### config.mk
export PLATFORM = sky130hd
export DESIGN_NAME = logic_func_eval
export DESIGN_NICKNAME = d
export VERILOG_FILES = /design/src/rtl/logic_func_eval.sv
export SDC_FILE = /design/constraint.sdc
export NUM_CORES = 1
export LEC_CHECK = 0
export CAP_MARGIN = 20
export CORE_ASPECT_RATIO = 1.5
export CORE_MARGIN = 4
export CORE_UTILIZATION = 57
export DETAILED_ROUTE_END_ITERATION = 10
export GPL_TIMING_DRIVEN = 1
export PLACE_DENSITY = 0.86
export RECOVER_POWER = 50
export SYNTH_ARGS = -nofsm -noshare
export SYNTH_HDL_FRONTEND = slang
export SYNTH_SLANG_ARGS = --single-unit
### constraint.sdc
create_clock -name clk -period 2.05 [get_ports clk]
set_input_delay 0.615 -clock clk [delete_from_list [all_inputs] [get_ports clk]]
set_output_delay 0.615 -clock clk [all_outputs]
set_load 0.005 [all_outputs]
### src/rtl/logic_func_eval.sv
// ---------------------------------------------------------------------------
// logic_func_eval
//   Registered evaluator of an N_IN-input boolean function held as a truth
//   table. The table starts as INIT_TABLE and can be reloaded serially at run
//   time (LSB / entry 0 first). The inputs pass through a stability filter so
//   short glitches never reach the result. Rising edges of the result are
//   flagged and counted in a saturating counter.
//
// Ports
//   clk       in   1      rising-edge clock
//   rstn      in   1      asynchronous active-low reset
//   in_vec    in   N_IN   function inputs, in_vec[N_IN-1] is the MSB
//   cfg_load  in   1      table-load strobe, one cfg_bit consumed per high edge
//   cfg_bit   in   1      serial table bit, entry 0 first
//   cfg_done  out  1      one-cycle pulse when the last table bit is committed
//   clr_cnt   in   1      synchronous clear of hit_cnt (beats an increment)
//   r_out     out  1      registered, filtered function result
//   r_valid   out  1      r_out was computed from the current table
//   r_rise    out  1      one-cycle pulse after each 0->1 step of r_out
//   hit_cnt   out  CNT_W  saturating count of r_rise pulses
// ---------------------------------------------------------------------------
module logic_func_eval #(
  parameter int                       N_IN       = 4,
  parameter logic [(2**N_IN)-1:0]     INIT_TABLE = '0,
  parameter int                       FILT       = 2,
  parameter int                       CNT_W      = 8
) (
  input  logic             clk,
  input  logic             rstn,
  input  logic [N_IN-1:0]  in_vec,
  input  logic             cfg_load,
  input  logic             cfg_bit,
  output logic             cfg_done,
  input  logic             clr_cnt,
  output logic             r_out,
  output logic             r_valid,
  output logic             r_rise,
  output logic [CNT_W-1:0] hit_cnt
);

  localparam int ENTRIES = 2 ** N_IN;
  // FILT=0 still needs a one-bit counter so the vector is never zero width.
  localparam int SW = (FILT > 0) ? $clog2(FILT + 1) : 1;

  typedef enum logic {RUN, LOAD} state_e;

  state_e             state_q, state_d;
  logic [ENTRIES-1:0] table_q, table_d;
  logic [ENTRIES-1:0] shadow_q, shadow_d;
  logic [N_IN-1:0]    bit_idx_q, bit_idx_d;
  logic [N_IN-1:0]    in_q, in_d;
  logic [SW-1:0]      stab_q, stab_d;
  logic               r_out_q, r_out_d;
  logic               r_prev_q, r_prev_d;
  logic               r_valid_q, r_valid_d;
  logic               r_rise_q, r_rise_d;
  logic               cfg_done_q, cfg_done_d;
  logic [CNT_W-1:0]   hit_q, hit_d;

  always_ff @(posedge clk or negedge rstn) begin
    if (!rstn) begin
      state_q    <= RUN;
      table_q    <= INIT_TABLE;
      shadow_q   <= INIT_TABLE;
      bit_idx_q  <= '0;
      in_q       <= '0;
      stab_q     <= '0;
      r_out_q    <= 1'b0;
      r_prev_q   <= 1'b0;
      r_valid_q  <= 1'b0;
      r_rise_q   <= 1'b0;
      cfg_done_q <= 1'b0;
      hit_q      <= '0;
    end else begin
      state_q    <= state_d;
      table_q    <= table_d;
      shadow_q   <= shadow_d;
      bit_idx_q  <= bit_idx_d;
      in_q       <= in_d;
      stab_q     <= stab_d;
      r_out_q    <= r_out_d;
      r_prev_q   <= r_prev_d;
      r_valid_q  <= r_valid_d;
      r_rise_q   <= r_rise_d;
      cfg_done_q <= cfg_done_d;
      hit_q      <= hit_d;
    end
  end

  always_comb begin
    state_d    = state_q;
    table_d    = table_q;
    shadow_d   = shadow_q;
    bit_idx_d  = bit_idx_q;
    r_out_d    = r_out_q;
    r_valid_d  = r_valid_q;
    r_rise_d   = 1'b0;
    cfg_done_d = 1'b0;
    hit_d      = hit_q;
    r_prev_d   = r_out_q;

    // The filter runs in every state; the count stops at FILT so a long
    // stable period keeps the update condition asserted.
    in_d = in_vec;
    if (in_vec != in_q) begin
      stab_d = '0;
    end else if (stab_q != SW'(FILT)) begin
      stab_d = stab_q + 1'b1;
    end else begin
      stab_d = stab_q;
    end

    case (state_q)
      RUN: begin
        if (cfg_load) begin
          // Entering LOAD already consumes entry 0 and drops r_valid so the
          // result is never flagged valid against a half-written table.
          state_d     = LOAD;
          shadow_d[0] = cfg_bit;
          bit_idx_d   = N_IN'(1);
          r_valid_d   = 1'b0;
        end else begin
          if (stab_q == SW'(FILT)) begin
            r_out_d   = table_q[in_q];
            r_valid_d = 1'b1;
          end
          r_rise_d = r_out_q & ~r_prev_q;
        end
      end
      LOAD: begin
        r_valid_d = 1'b0;
        if (cfg_load) begin
          shadow_d[bit_idx_q] = cfg_bit;
          if (bit_idx_q == N_IN'(ENTRIES - 1)) begin
            // Commit includes the bit written on this very edge, and the
            // filter restarts so the first result comes from the new table.
            table_d    = shadow_d;
            cfg_done_d = 1'b1;
            stab_d     = '0;
            bit_idx_d  = '0;
            state_d    = RUN;
          end else begin
            bit_idx_d = bit_idx_q + 1'b1;
          end
        end
      end
      default: state_d = RUN;
    endcase

    if (clr_cnt) begin
      hit_d = '0;
    end else if (r_rise_q && (hit_q != {CNT_W{1'b1}})) begin
      hit_d = hit_q + 1'b1;
    end
  end

  assign cfg_done = cfg_done_q;
  assign r_out    = r_out_q;
  assign r_valid  = r_valid_q;
  assign r_rise   = r_rise_q;
  assign hit_cnt  = hit_q;

endmodule

* After elaboration in Yosys (flattened, before gate mapping)
Index checks and enable logic that the tools add are counted.
** Word-level totals
- Register bits :: 56
- Output and inout bits :: 12
- Word-level logic and storage cells :: 69
- Bits of input ports :: 9
** Operators by class
- Add/sub/neg operators :: 3
- Bitwise logic cells :: 4
- Reductions and logical operators :: 7
- Eq/ne operators :: 8
- Mux-type cells :: 31
- $lt $le $gt $ge :: 3
** Operators by type and width (number)
- bitwise mux 16 bit :: 1
- two-way mux 8 bit :: 2
- two-way mux 1 bit :: 14
- two-way mux 4 bit :: 3
- < comparator 4 x 5 -> 1 bit (second input constant) :: 2
- two-way mux 2 bit :: 5
- adder 8 x 1 -> 8 bit (second input constant) :: 1
- inequality test 8 bit (second input constant) :: 1
- one-hot mux 4 bit (2 select lines) :: 1
- inequality test 2 bit (second input constant) :: 3
- one-hot mux 1 bit (2 select lines) :: 3
- AND reduction 3 bit :: 2
- adder 4 x 1 -> 4 bit (second input constant) :: 1
- binary-select mux 1 bit (select 4 bit) :: 1
- demux 1 bit (select 4 bit) :: 1
- == test 4 bit (second input constant) :: 1
- >= comparator 4 x 1 -> 1 bit (second input constant) :: 1
- inequality test 4 bit :: 1
- AND reduction 2 bit :: 2
- inequality test 3 bit (second input constant) :: 1
- NOT 1 bit :: 3
- adder 2 x 1 -> 2 bit (second input constant) :: 1
- == test 2 bit (second input constant) :: 1
- logical AND 1 bit :: 2
- other kinds (2) :: 2

* Depth between registers and ports, before layout
- Depth after elaboration :: 7
- Gate-level depth with buffers :: 7
- Depth with buffers taken out :: 5

* Worst setup path before layout
Ideal clock, no wire load.
- Path kind :: input to register
- Start point :: input cfg_load
- End point :: register r_out_q (netlist: r_out)
- Data required time :: 1963 ps
- Buffers on the path :: 1
- Slack :: 484 ps
- Arrival :: 1480 ps
- Stages :: 5
- Setup time :: 87 ps
- Cell sequence :: buf_4 > nor2_1 > nand2_1 > or3_1 > o211ai_1
** On the way
- Word-level cells in the longest chain between the ends :: 2
** RTL lines
- from (decl) :: line 31 : input logic cfg_load,
- NOT 1 bit (no line)
- AND reduction 3 bit (no line)
- to (signal assigned) :: line 81 : r_out_q <= r_out_d;
- to (decl) :: line 53 : logic r_out_q, r_out_d;
Every way passes these cells.
A chain may end at the register's enable or synchronous reset.

* Worst setup path in the final report
- Start point :: register hit_q[2] (netlist: hit_cnt[2])
- End point :: output hit_cnt[2]
** RTL lines
- from (decl) :: line 58 : logic [CNT_W-1:0] hit_q, hit_d;
- from (signal assigned) :: line 86 : hit_q <= hit_d;
- to (decl) :: line 38 : output logic [CNT_W-1:0] hit_cnt
No word-level cell between the ends.

==> impl_results.html <==
<table>
<tr><th>Metric</th><th>Value</th></tr>
<tr><th colspan="2">Status</th></tr>
<tr><td>Result of the run</td><td>completed</td></tr>
<tr><th colspan="2">Timing</th></tr>
<tr><td>Max Clk Rate</td><td>513 MHz</td></tr>
<tr><td>Count of endpoints failing setup in the final report</td><td>0</td></tr>
<tr><td>Clock skew after layout</td><td>0.00970 ns</td></tr>
<tr><td>RSZ-0062 raised after global routing</td><td>no</td></tr>
<tr><td>Worst slew pin tran</td><td>1.29 ns</td></tr>
<tr><td>Max_slew headroom</td><td>14.3%</td></tr>
<tr><td>Max Transition Viols Final</td><td>0</td></tr>
<tr><td>Time the final worst path needs with I/O delays and setup</td><td>1.95 ns</td></tr>
<tr><td>Number of hold violations in the final report</td><td>0</td></tr>
<tr><td>Part of the cycle the worst path needs</td><td>95.1%</td></tr>
<tr><td>Summed negative setup slack over all endpoints</td><td>0 ns</td></tr>
<tr><th colspan="2">Critical path</th></tr>
<tr><td>Kind of end point of the critical path</td><td>output pin</td></tr>
<tr><td>Cell depth of the worst flop-to-flop path</td><td>5</td></tr>
<tr><td>Kind of critical path</td><td>reg2out</td></tr>
<tr><td>Worst setup SP type</td><td>flop</td></tr>
<tr><td>Top delay family on crit path</td><td>buffers and inverters</td></tr>
<tr><td>Total stage count of the critical path</td><td>1</td></tr>
<tr><td>Worst path required time</td><td>1.43 ns</td></tr>
<tr><td>Slowest Stage Delay on Critical Path</td><td>0.55 ns</td></tr>
<tr><td>Signal arrival time at the worst endpoint</td><td>1.34 ns</td></tr>
<tr><td>Buf+Inv Stages, Crit Path</td><td>1</td></tr>
<tr><td>Highest net fanout along the worst path</td><td>8</td></tr>
<tr><td>Critical path, cell by cell</td><td>clkdlybuf4s50_1</td></tr>
<tr><td>Cell with the largest stage delay on the worst path</td><td>sky130_fd_sc_hd__clkdlybuf4s50_1</td></tr>
<tr><th colspan="2">Synth</th></tr>
<tr><td>Syn nets</td><td>260</td></tr>
<tr><td>Yosys warnings</td><td>0</td></tr>
<tr><td>Most common flop cell mapped by yosys</td><td>sky130_fd_sc_hd__dfrtp_1</td></tr>
<tr><td>Unique cell type count in the Yosys netlist</td><td>45</td></tr>
<tr><td>Average size of a mapped cell</td><td>10.6 µm²</td></tr>
<tr><td>Area of the mapped netlist</td><td>0.00258 mm²</td></tr>
<tr><td>Number of synthesized register bits</td><td>55</td></tr>
<tr><td>Cells after synthesis</td><td>244</td></tr>
<tr><td>Count of flip-flops with a built-in enable after synthesis</td><td>0</td></tr>
<tr><td>Post-synth ARST share</td><td>100%</td></tr>
<tr><td>Proportion of synthesized chip area in sequential cells</td><td>53.3%</td></tr>
<tr><th colspan="2">GRT</th></tr>
<tr><td>Maximum number of pins on one net before global-route repair</td><td>56</td></tr>
<tr><td>Global routing usage summed across all routing layers</td><td>18.1%</td></tr>
<tr><td>Sum of overflow across all layers after global routing</td><td>0</td></tr>
<tr><td>Vias in the first global route</td><td>1,810</td></tr>
<tr><td>First-pass GRT wire length</td><td>8150 µm</td></tr>
<tr><td>Antenna violations before repair</td><td>0</td></tr>
<tr><th colspan="2">Power and ir drop</th></tr>
<tr><td>Static leakage</td><td>1.39 nW</td></tr>
<tr><td>Pwr per Cell Area</td><td>1020 mW/mm²</td></tr>
<tr><td>Worst-case vdd ir drop</td><td>0.709 mV</td></tr>
<tr><th colspan="2">Placed design</th></tr>
<tr><td>Final weighted congestion in routability-driven placement</td><td>0.846</td></tr>
<tr><td>Count of port buffers added during placement</td><td>20</td></tr>
<tr><td>Number of placed instances with taps included</td><td>308</td></tr>
<tr><td>Placed inst area</td><td>0.00287 mm²</td></tr>
<tr><td>Placed wire-length estimate after detailed placement</td><td>3560 µm</td></tr>
<tr><th colspan="2">CTS</th></tr>
<tr><td>Clk sink count</td><td>55</td></tr>
<tr><td>Gates resized, CTS repair</td><td>0</td></tr>
<tr><td>Insertion delay of the later-clocked pin in the worst-skew pair</td><td>0.31 ns</td></tr>
<tr><td>CTS tree</td><td>done</td></tr>
<tr><td>CTS root buf</td><td>sky130_fd_sc_hd__clkbuf_8</td></tr>
<tr><td>Number of levels the H-tree was split into</td><td>2</td></tr>
<tr><td>Number of buffers added to fix hold violations after cts</td><td>0</td></tr>
<tr><td>Clock-pin slew on the worst setup and hold paths</td><td>0.10 ns</td></tr>
<tr><td>Max Root-Sink Buffers</td><td>2</td></tr>
<tr><td>Buffers inserted during post-CTS setup optimization</td><td>0</td></tr>
<tr><td>Total clock buffers created by CTS</td><td>5</td></tr>
<tr><th colspan="2">Route</th></tr>
<tr><td>DRC violation total after the first TritonRoute iteration</td><td>59</td></tr>
<tr><td>Routed vias</td><td>1,800</td></tr>
<tr><td>Via density per instance</td><td>5.70</td></tr>
<tr><td>Routed wire per std cell</td><td>14.8 µm</td></tr>
<tr><td>Number of antenna-violating nets in the routed design</td><td>0</td></tr>
<tr><td>DRC errors left</td><td>0</td></tr>
<tr><td>Wire length reported by the detailed router</td><td>4680 µm</td></tr>
<tr><td>Total iterations of the first detailed-routing run</td><td>4</td></tr>
<tr><th colspan="2">Cells and area</th></tr>
<tr><td>Post-route standard cell area excluding fillers</td><td>0.00297 mm²</td></tr>
<tr><td># nets final</td><td>285</td></tr>
<tr><td>Non-filler cells, final</td><td>316</td></tr>
<tr><td>Most common library cell in the layout ignoring fill and taps</td><td>sky130_fd_sc_hd__nand2_1</td></tr>
<tr><td>Number of fill cells in the layout</td><td>318</td></tr>
<tr><td>Total area of multi-input combinational cells</td><td>0.00111 mm²</td></tr>
<tr><td>P&amp;R area growth vs syn</td><td>14.9%</td></tr>
<tr><td>Leading cell types in the layout, fill and taps excluded</td><td>sky130_fd_sc_hd__nand2_1, sky130_fd_sc_hd__dfrtp_1, sky130_fd_sc_hd__clkdlybuf4s50_1</td></tr>
<tr><td>Number of antenna diodes</td><td>0</td></tr>
<tr><td>Fraction of layout instances using a drive strength above 1</td><td>16.3%</td></tr>
<tr><td>Area of all sequential standard cells</td><td>0.00138 mm²</td></tr>
<tr><th colspan="2">Die</th></tr>
<tr><td>Initial Utilization</td><td>59.8%</td></tr>
<tr><td>Width of the die</td><td>63.0 µm</td></tr>
<tr><td>Core area</td><td>0.00432 mm²</td></tr>
<tr><td>Cell row count</td><td>29</td></tr>
<tr><td>Area enclosed by the die boundary</td><td>0.00570 mm²</td></tr>
<tr><td>Height of the die</td><td>90.5 µm</td></tr>
<tr><td>Number of top-level pins</td><td>21</td></tr>
<tr><th colspan="2">Hold path</th></tr>
<tr><td>Depth of the worst hold-timing path</td><td>1</td></tr>
<tr><td>Tightest Hold Check Type</td><td>reg2reg</td></tr>
<tr><th colspan="2">Run</th></tr>
<tr><td>Number of maximum-capacitance violations</td><td>0</td></tr>
</table>
[synthesized netlist by cell type (4+ instances only)]
master	n	area share [%]
sky130_fd_sc_hd__mux2i_1	9	3.5
sky130_fd_sc_hd__buf_2	5	0.97
sky130_fd_sc_hd__nand2_1	63	9.2
sky130_fd_sc_hd__inv_1	6	0.87
sky130_fd_sc_hd__o21ai_0	7	1.4
sky130_fd_sc_hd__xnor2_1	4	1.4
sky130_fd_sc_hd__a21oi_1	4	0.77
sky130_fd_sc_hd__nor2_1	12	1.7
sky130_fd_sc_hd__nand3_1	11	2.1
sky130_fd_sc_hd__mux2_4	4	2.3
sky130_fd_sc_hd__ha_1	7	3.4
sky130_fd_sc_hd__dfrtp_1	55	53
sky130_fd_sc_hd__mux2_2	11	4.8
[registers in the layout, summed over array words and instances (netlist names), 2 cells and up]
name	flops
table_q	16
shadow_q	15
hit_cnt	8
bit_idx_q	4
in_q	4
stab_q	2
[area by class of cell]
type / count / area share, %
Tap cell: 46 / 1.94
Clock buffer: 5 / 2.32
Sequential cell: 55 / 46.4
Multi-Input combinational cell: 170 / 37.6
Inverter: 7 / 0.885
Timing Repair Buffer: 30 / 9.44
Clock inverter: 3 / 1.48
[final timing paths]
kind                       slack, ns            to          from
min in group asynchronous       0.66       in_q[3]          rstn
setup / recovery                 0.1    hit_cnt[2]    hit_cnt[2]
hold reg to reg                 0.40        r_rise      r_prev_q
hold / removal                  0.40        r_rise      r_prev_q
max in group asynchronous       0.61  bit_idx_q[1]          rstn
setup reg to reg                0.40   shadow_q[0]  bit_idx_q[0]
[where the power goes]
group,internal (W),switching [W],total [W]
Sequential,0.00137,0.000224,0.00160
Combinational,0.000381,0.000324,0.000705
Clock,0.000364,0.000346,0.000710
[per-stage QoR]
stage	setup slack, ns	hold WS [ns]	util [%]	total power [W]
3_3_place_gp	-0.0129	0.391	66.5	0.00229
3_5_place_dp	-0.0468	0.397	66.5	0.00234
5_1_grt	0.0534	0.422	68.7	0.00322
6_report	0.0999	0.404	68.7	0.00301
4_1_cts	0.0877	0.289	69.1	0.00305
2_1_floorplan	0.484	0.319	-	0.00213
[logic make-up (layout without fill, tap and decap cells)]
| group | Yosys count | count (layout) | share of synthesized area [%] |
|---|---|---|---|
| DFF | 55 | 55 | 53.3 |
| and+or+nand+nor | 109 | 109 | 20.1 |
| adders and majority gates | 7 | 7 | 3.39 |
| muxes | 26 | 26 | 12.3 |
| xor gates and xnor gates | 5 | 5 | 1.69 |
| AOI/OAI and AO/OA | 23 | 23 | 5.57 |
| buffers and inverters | 19 | 45 | 3.58 |
[per-layer routing]
| metal | vias to the layer above | share of wire (%) | track usage, % |
|---|---|---|---|
| met5 | - | 0 | 0 |
| met4 | 0 | 1.4 | 6.08 |
| met3 | 8 | 2.8 | 4.11 |
| met2 | 31 | 55 | 34.1 |
| met1 | 887 | 40 | 19.4 |
| li1 | 874 | - | - |
Power figures use the tool's default switching activity.
==> variant 1, RTL diff (same settings) <==
Put one more register stage on the output `hit_cnt`, cleared by the reset. The value now appears one clock later. The other outputs are not delayed to match.
--- a/src/rtl/logic_func_eval.sv
+++ b/src/rtl/logic_func_eval.sv
@@ -160,3 +160,9 @@
   assign r_rise   = r_rise_q;
-  assign hit_cnt  = hit_q;
+  always_ff @(posedge clk or negedge rstn) begin
+    if (!rstn) begin
+      hit_cnt <= '0;
+    end else begin
+      hit_cnt <= hit_q;
+    end
+  end
 
Formal check against the unedited RTL: same outputs for any inputs over 10 cycles, from zero or initial values and one cycle with rstn low; that may be too few to reach the edited logic, so the function may still have changed.
==> variant 1 against the original RTL <==
Critical path depth unchanged. Sequential power up 10%. Area after synthesis grew 7.7%. Count of clock-buffer cells in the layout up 7. Sequential cell count rose by 8. Routed wire length grew 11%. Clock power up 46%. Total power increased by 16%. Cell count increased by 11%. Non-clock buffer count increased by 1. Cell area grew 10%. Setup slack improved by 0.056 ns. Global-route usage rose by 1.5 points. Critical endpoint is now r_rise. Highest routed layer unchanged.
==> variant 1: results (changes against the original RTL) <==
.. list-table::
   :header-rows: 1

   * - Metric
     - Value
   * - Parity-gate share of the synthesized area counting xor and xnor cells
     - 1.57% (was 1.69%)
   * - Post-synthesis compound-gate area fraction
     - 4.86% (was 5.57%)
   * - Total GRT Usage
     - 19.6% (was 18.1%)
   * - Beginning of the worst hold path
     - r_prev_q (unchanged)
   * - Largest delay contributor family on the critical path
     - buffers and inverters (unchanged)
   * - Per-cell routed wire length
     - 14.8 µm (about the same)
   * - Result of the run
     - finished clean (unchanged)
   * - Vias per std cell
     - 5.26 (was 5.70)
   * - Post-synthesis cell count
     - 252 (was 244)
   * - Final-stage net count
     - 298 (was 285)
   * - Wire length of the first global-routing pass
     - 8.76 mm (was 8.15 mm)
   * - Multiplexer share of the synthesized area
     - 11.8% (was 12.3%)
   * - Start point of the critical path
     - r_rise (was hit_cnt[2])
   * - Leakage power
     - 1.54 nW (was 1.39 nW)
   * - Count of inserted antenna diode cells
     - 0 (unchanged)
   * - Clock Pin Slew Worst Setup and Hold Paths
     - 0.06 ns (was 0.10 ns)
   * - Delay of the slowest critical-path stage
     - 0.53 ns (was 0.55 ns)
   * - Net Sw Frac
     - 28.7% (was 29.7%)
   * - Number of buffers created by CTS
     - 9 (was 5)
   * - Number of different library cells in the post-synthesis netlist
     - 42 (was 45)
   * - Post-synth top cells
     - sky130_fd_sc_hd__nand2_1, sky130_fd_sc_hd__dfrtp_1, sky130_fd_sc_hd__nor2_1 (unchanged)
   * - Global-route track usage on met2
     - 34.7% (was 34.1%)
   * - First-iteration detailed-routing DRC count
     - 77 (was 59)
   * - Top area cells in the synthesized netlist
     - sky130_fd_sc_hd__dfrtp_1, sky130_fd_sc_hd__nand2_1, sky130_fd_sc_hd__mux2_2, sky130_fd_sc_hd__mux2i_1, sky130_fd_sc_hd__ha_1 (unchanged)
   * - Max transition margin
     - 21.3% (was 14.3%)
   * - Adder-cell share of the synthesized area
     - 3.15% (was 3.39%)
   * - Maximum fanout along the worst path
     - 4 (was 8)
   * - Number of H-tree levels
     - 3 (was 2)
   * - Placed cells
     - 335 (was 308)
   * - Worst Path Arrival
     - 1.28 ns (was 1.34 ns)
   * - Met3 demand-to-capacity share in global routing
     - 6.49% (was 4.11%)
   * - VDD IR max
     - 0.000844 V (was 0.000709 V)
   * - Routability congestion estimate from global placement
     - 0.812 (was 0.846)
   * - Pin count of the biggest net entering global routing
     - 24 (was 56)
   * - Detailed-placement wirelength estimate
     - 3.76 mm (was 3.56 mm)
   * - Source-to-sink clock delay at the later pin of the worst-skew pair
     - 0.34 ns (was 0.31 ns)
   * - Synthesized net count
     - 268 (was 260)
   * - Share of synthesized area occupied by flip-flops and latches
     - 56.7% (was 53.3%)
   * - GRT met1 Usage
     - 20.5% (was 19.4%)
   * - Total Routed Length
     - 5.18 mm (was 4.68 mm)
   * - Number of global-route vias before repair
     - 1905 (was 1810)
   * - Fraction of final layout cells with drive strength greater than 1
     - 16.7% (was 16.3%)
   * - Final setup skew
     - 0.00565 ns (was 0.00970 ns)
==> variant 1: cell type report <==
cell class,count,area [µm²]
Timing Repair Buffer,31,284
Sequential cell,63,1580
Clock inverter,4,45.0
Tap cell,64,80.1
Fill cell,334,1350
Multi-Input combinational cell,170,1110
Inverter,7,27.5
Clock buffer,12,145
==> variant 1: through the flow <==
step           power (W)  instance area, µm²  setup WS [ns]  utilization, %  hold WS [ns]
3_3_place_gp     0.00243                3110       -0.00205            67.3         0.416
3_5_place_dp     0.00248                3110        -0.0818            67.3         0.402
2_1_floorplan    0.00228                2780          0.515               -         0.319
4_1_cts          0.00354                3300          0.139            71.4         0.265
6_report         0.00350                3270          0.156            70.7         0.418
5_1_grt          0.00369                3270         0.0742            70.7         0.428
==> variant 1: logic make-up (layout without fill, tap and decap cells) <==
logic type,count (synthesis),count (layout)
and+or+nand+nor,109,109
DFF,63,63
muxes,27,27
AOI/OAI and AO/OA,22,22
buffers and inverters,19,54
adders and majority gates,7,7
xor gates and xnor gates,5,5
==> variant 1: final timing paths <==
path | endpoint | slack, ns | depth (start not counted)
setup / recovery | r_rise | 0.16 | 1
setup reg to reg | shadow_q[0] | 0.41 | 5
min in group asynchronous | hit_cnt[0] | 0.49 | 1
hold reg to reg | r_rise | 0.42 | 1
hold / removal | r_rise | 0.42 | 1
max in group asynchronous | table_q[15] | 0.38 | 2
==> variant 1: per-layer routing <==
metal,vias to the layer above,share of wire (%),wire length [µm]
met2,37,55,2870
met4,0,2.6,136
met1,888,38,1960
met5,-,0,0
met3,16,4.2,220
li1,907,-,-
==> variant 1: power by group through the flow <==
stage | logic (W) | clock network, W | registers [W]
global route | 0.000782 | 0.00111 | 0.00180
CTS | 0.000722 | 0.00106 | 0.00176
global placement | 0.000677 | 0 | 0.00176
floorplan | 0.000613 | 0 | 0.00167
finish | 0.000704 | 0.00104 | 0.00176
detailed placement | 0.000708 | 0 | 0.00178
==> variant 2, RTL diff (same settings) <==
Without the edit above. `FILT`: 2 -> 1.
--- a/src/rtl/logic_func_eval.sv
+++ b/src/rtl/logic_func_eval.sv
@@ -24,3 +24,3 @@
   parameter logic [(2**N_IN)-1:0]     INIT_TABLE = '0,
-  parameter int                       FILT       = 2,
+  parameter int                       FILT       = 1,
   parameter int                       CNT_W      = 8
Function: changed (Yosys sat finds a counterexample within 4 cycles, from zero or initial values and one cycle with rstn low).
==> variant 2 against the original RTL <==
Cell area is essentially flat. Count of clock-buffer cells in the layout unchanged. Sequential power hardly changed. Routed wire length is 8.0% higher. Area after synthesis up 1.6%. Setup slack better by 0.020 ns. Utilization fell by 2.8 points. Via count grew 2.9%. Clock skew shrank 0.00072 ns. Total power grew 4.7%. Sequential cell count is 1 lower.
==> variant 2: results (changes against the original RTL) <==
.. list-table::
   :header-rows: 1

   * - Metric
     - Value
   * - Number of global-route vias before repair
     - 1832 (was 1810)
   * - Fraction of final layout cells with drive strength greater than 1
     - 14.3% (was 16.3%)
   * - Placed inst area
     - 0.00286 mm² (was 0.00287 mm²)
   * - Fill cell total of the finished layout
     - 347 (was 318)
   * - Max transition margin
     - 35.0% (was 14.3%)
   * - Type of the worst min-delay path
     - in2async (was reg2reg)
   * - Routability congestion estimate from global placement
     - 0.838 (was 0.846)
   * - Leakage power
     - 1.37 nW (was 1.39 nW)
   * - Number of different library cells in the post-synthesis netlist
     - 40 (was 45)
   * - Parity-gate share of the synthesized area counting xor and xnor cells
     - 1.67% (was 1.69%)
   * - Maximum fanout along the worst path
     - 5 (was 8)
   * - Adder-cell share of the synthesized area
     - 2.38% (was 3.39%)
   * - Top area cells in the synthesized netlist
     - sky130_fd_sc_hd__dfrtp_1, sky130_fd_sc_hd__mux2_2, sky130_fd_sc_hd__nand2_1, sky130_fd_sc_hd__mux2i_1, sky130_fd_sc_hd__nand3_1 (was sky130_fd_sc_hd__dfrtp_1, sky130_fd_sc_hd__nand2_1, sky130_fd_sc_hd__mux2_2, sky130_fd_sc_hd__mux2i_1, sky130_fd_sc_hd__ha_1)
   * - Result of the run
     - finished clean (unchanged)
   * - VDD IR max
     - 0.000650 V (was 0.000709 V)
   * - Post-synth top cells
     - sky130_fd_sc_hd__dfrtp_1, sky130_fd_sc_hd__nand2_1, sky130_fd_sc_hd__nand3_1 (was sky130_fd_sc_hd__nand2_1, sky130_fd_sc_hd__dfrtp_1, sky130_fd_sc_hd__nor2_1)
   * - Synthesized net count
     - 264 (was 260)
   * - Post-placement worst setup slack
     - 0.0762 ns (was -0.0468 ns)
   * - Total Routed Length
     - 5.05 mm (was 4.68 mm)
   * - Wire length of the first global-routing pass
     - 8.75 mm (was 8.15 mm)
   * - Multiplexer share of the synthesized area
     - 13.2% (was 12.3%)
   * - CTS Root Buffer Type
     - sky130_fd_sc_hd__clkbuf_8 (unchanged)
   * - Total GRT Usage
     - 19.4% (was 18.1%)
   * - Worst Path Arrival
     - 1.31 ns (was 1.34 ns)
   * - Pin count of the biggest net entering global routing
     - 39 (was 56)
   * - Post-synthesis compound-gate area fraction
     - 8.67% (was 5.57%)
   * - Share of synthesized area occupied by flip-flops and latches
     - 51.5% (was 53.3%)
   * - Clock Pin Slew Worst Setup and Hold Paths
     - 0.10 ns (about the same)
   * - Final setup skew
     - 0.00898 ns (was 0.00970 ns)
   * - Vias per std cell
     - 5.79 (was 5.70)
   * - Detailed-placement wirelength estimate
     - 3.65 mm (was 3.56 mm)
-- variant 2: metrics by stage --
step	hold WS, ns	cells	utilization [%]
2_1_floorplan	0.319	250	-
3_3_place_gp	0.403	312	63.5
3_5_place_dp	0.417	312	63.5
4_1_cts	0.230	320	66.1
5_1_grt	0.448	320	65.9
6_report	0.428	320	65.9
-- variant 2: area by class of cell --
class	count	area share, %
Sequential cell	54	45.5
Inverter	6	0.758
Timing Repair Buffer	29	9.52
Clock buffer	5	2.32
Multi-Input combinational cell	175	38.3
Clock inverter	3	1.60
Tap cell	48	2.02
-- variant 2: worst paths after layout --
check	startpoint	to	slack, ns	cells after the start
min reg2reg	r_prev_q	r_rise	0.43	1
max in group asynchronous	rstn	table_q[5]	0.90	2
min in group clk	r_prev_q	r_rise	0.43	1
min	rstn	hit_cnt[0]	0.43	1
max reg2reg	bit_idx_q[0]	shadow_q[0]	0.28	5
max	r_rise	r_rise	0.12	1
-- variant 2: logic make-up (layout without fill, tap and decap cells) --
family,Yosys count,count (layout)
XOR/XNOR,5,5
adder cells (fa/ha/maj),5,5
buffers and inverters,21,43
multiplexers,30,30
AO/OA/AOI/OAI,35,35
flip-flops,54,54
AND/OR/NAND/NOR,100,100
-- variant 2: layer usage --
| metal | up-vias | GRT usage [%] | routed length (µm) |
|---|---|---|---|
| li1 | 899 | - | - |
| met1 | 909 | 22.0 | 2000 |
| met4 | 0 | 8.47 | 112 |
| met2 | 38 | 34.7 | 2800 |
| met5 | - | 0 | 0 |
| met3 | 7 | 3.59 | 135 |
-- variant 2: power by group --
| part | internal, W | switching, W |
|---|---|---|
| Clock | 0.000371 | 0.000363 |
| Sequential | 0.00136 | 0.000235 |
| Combinational | 0.000406 | 0.000420 |
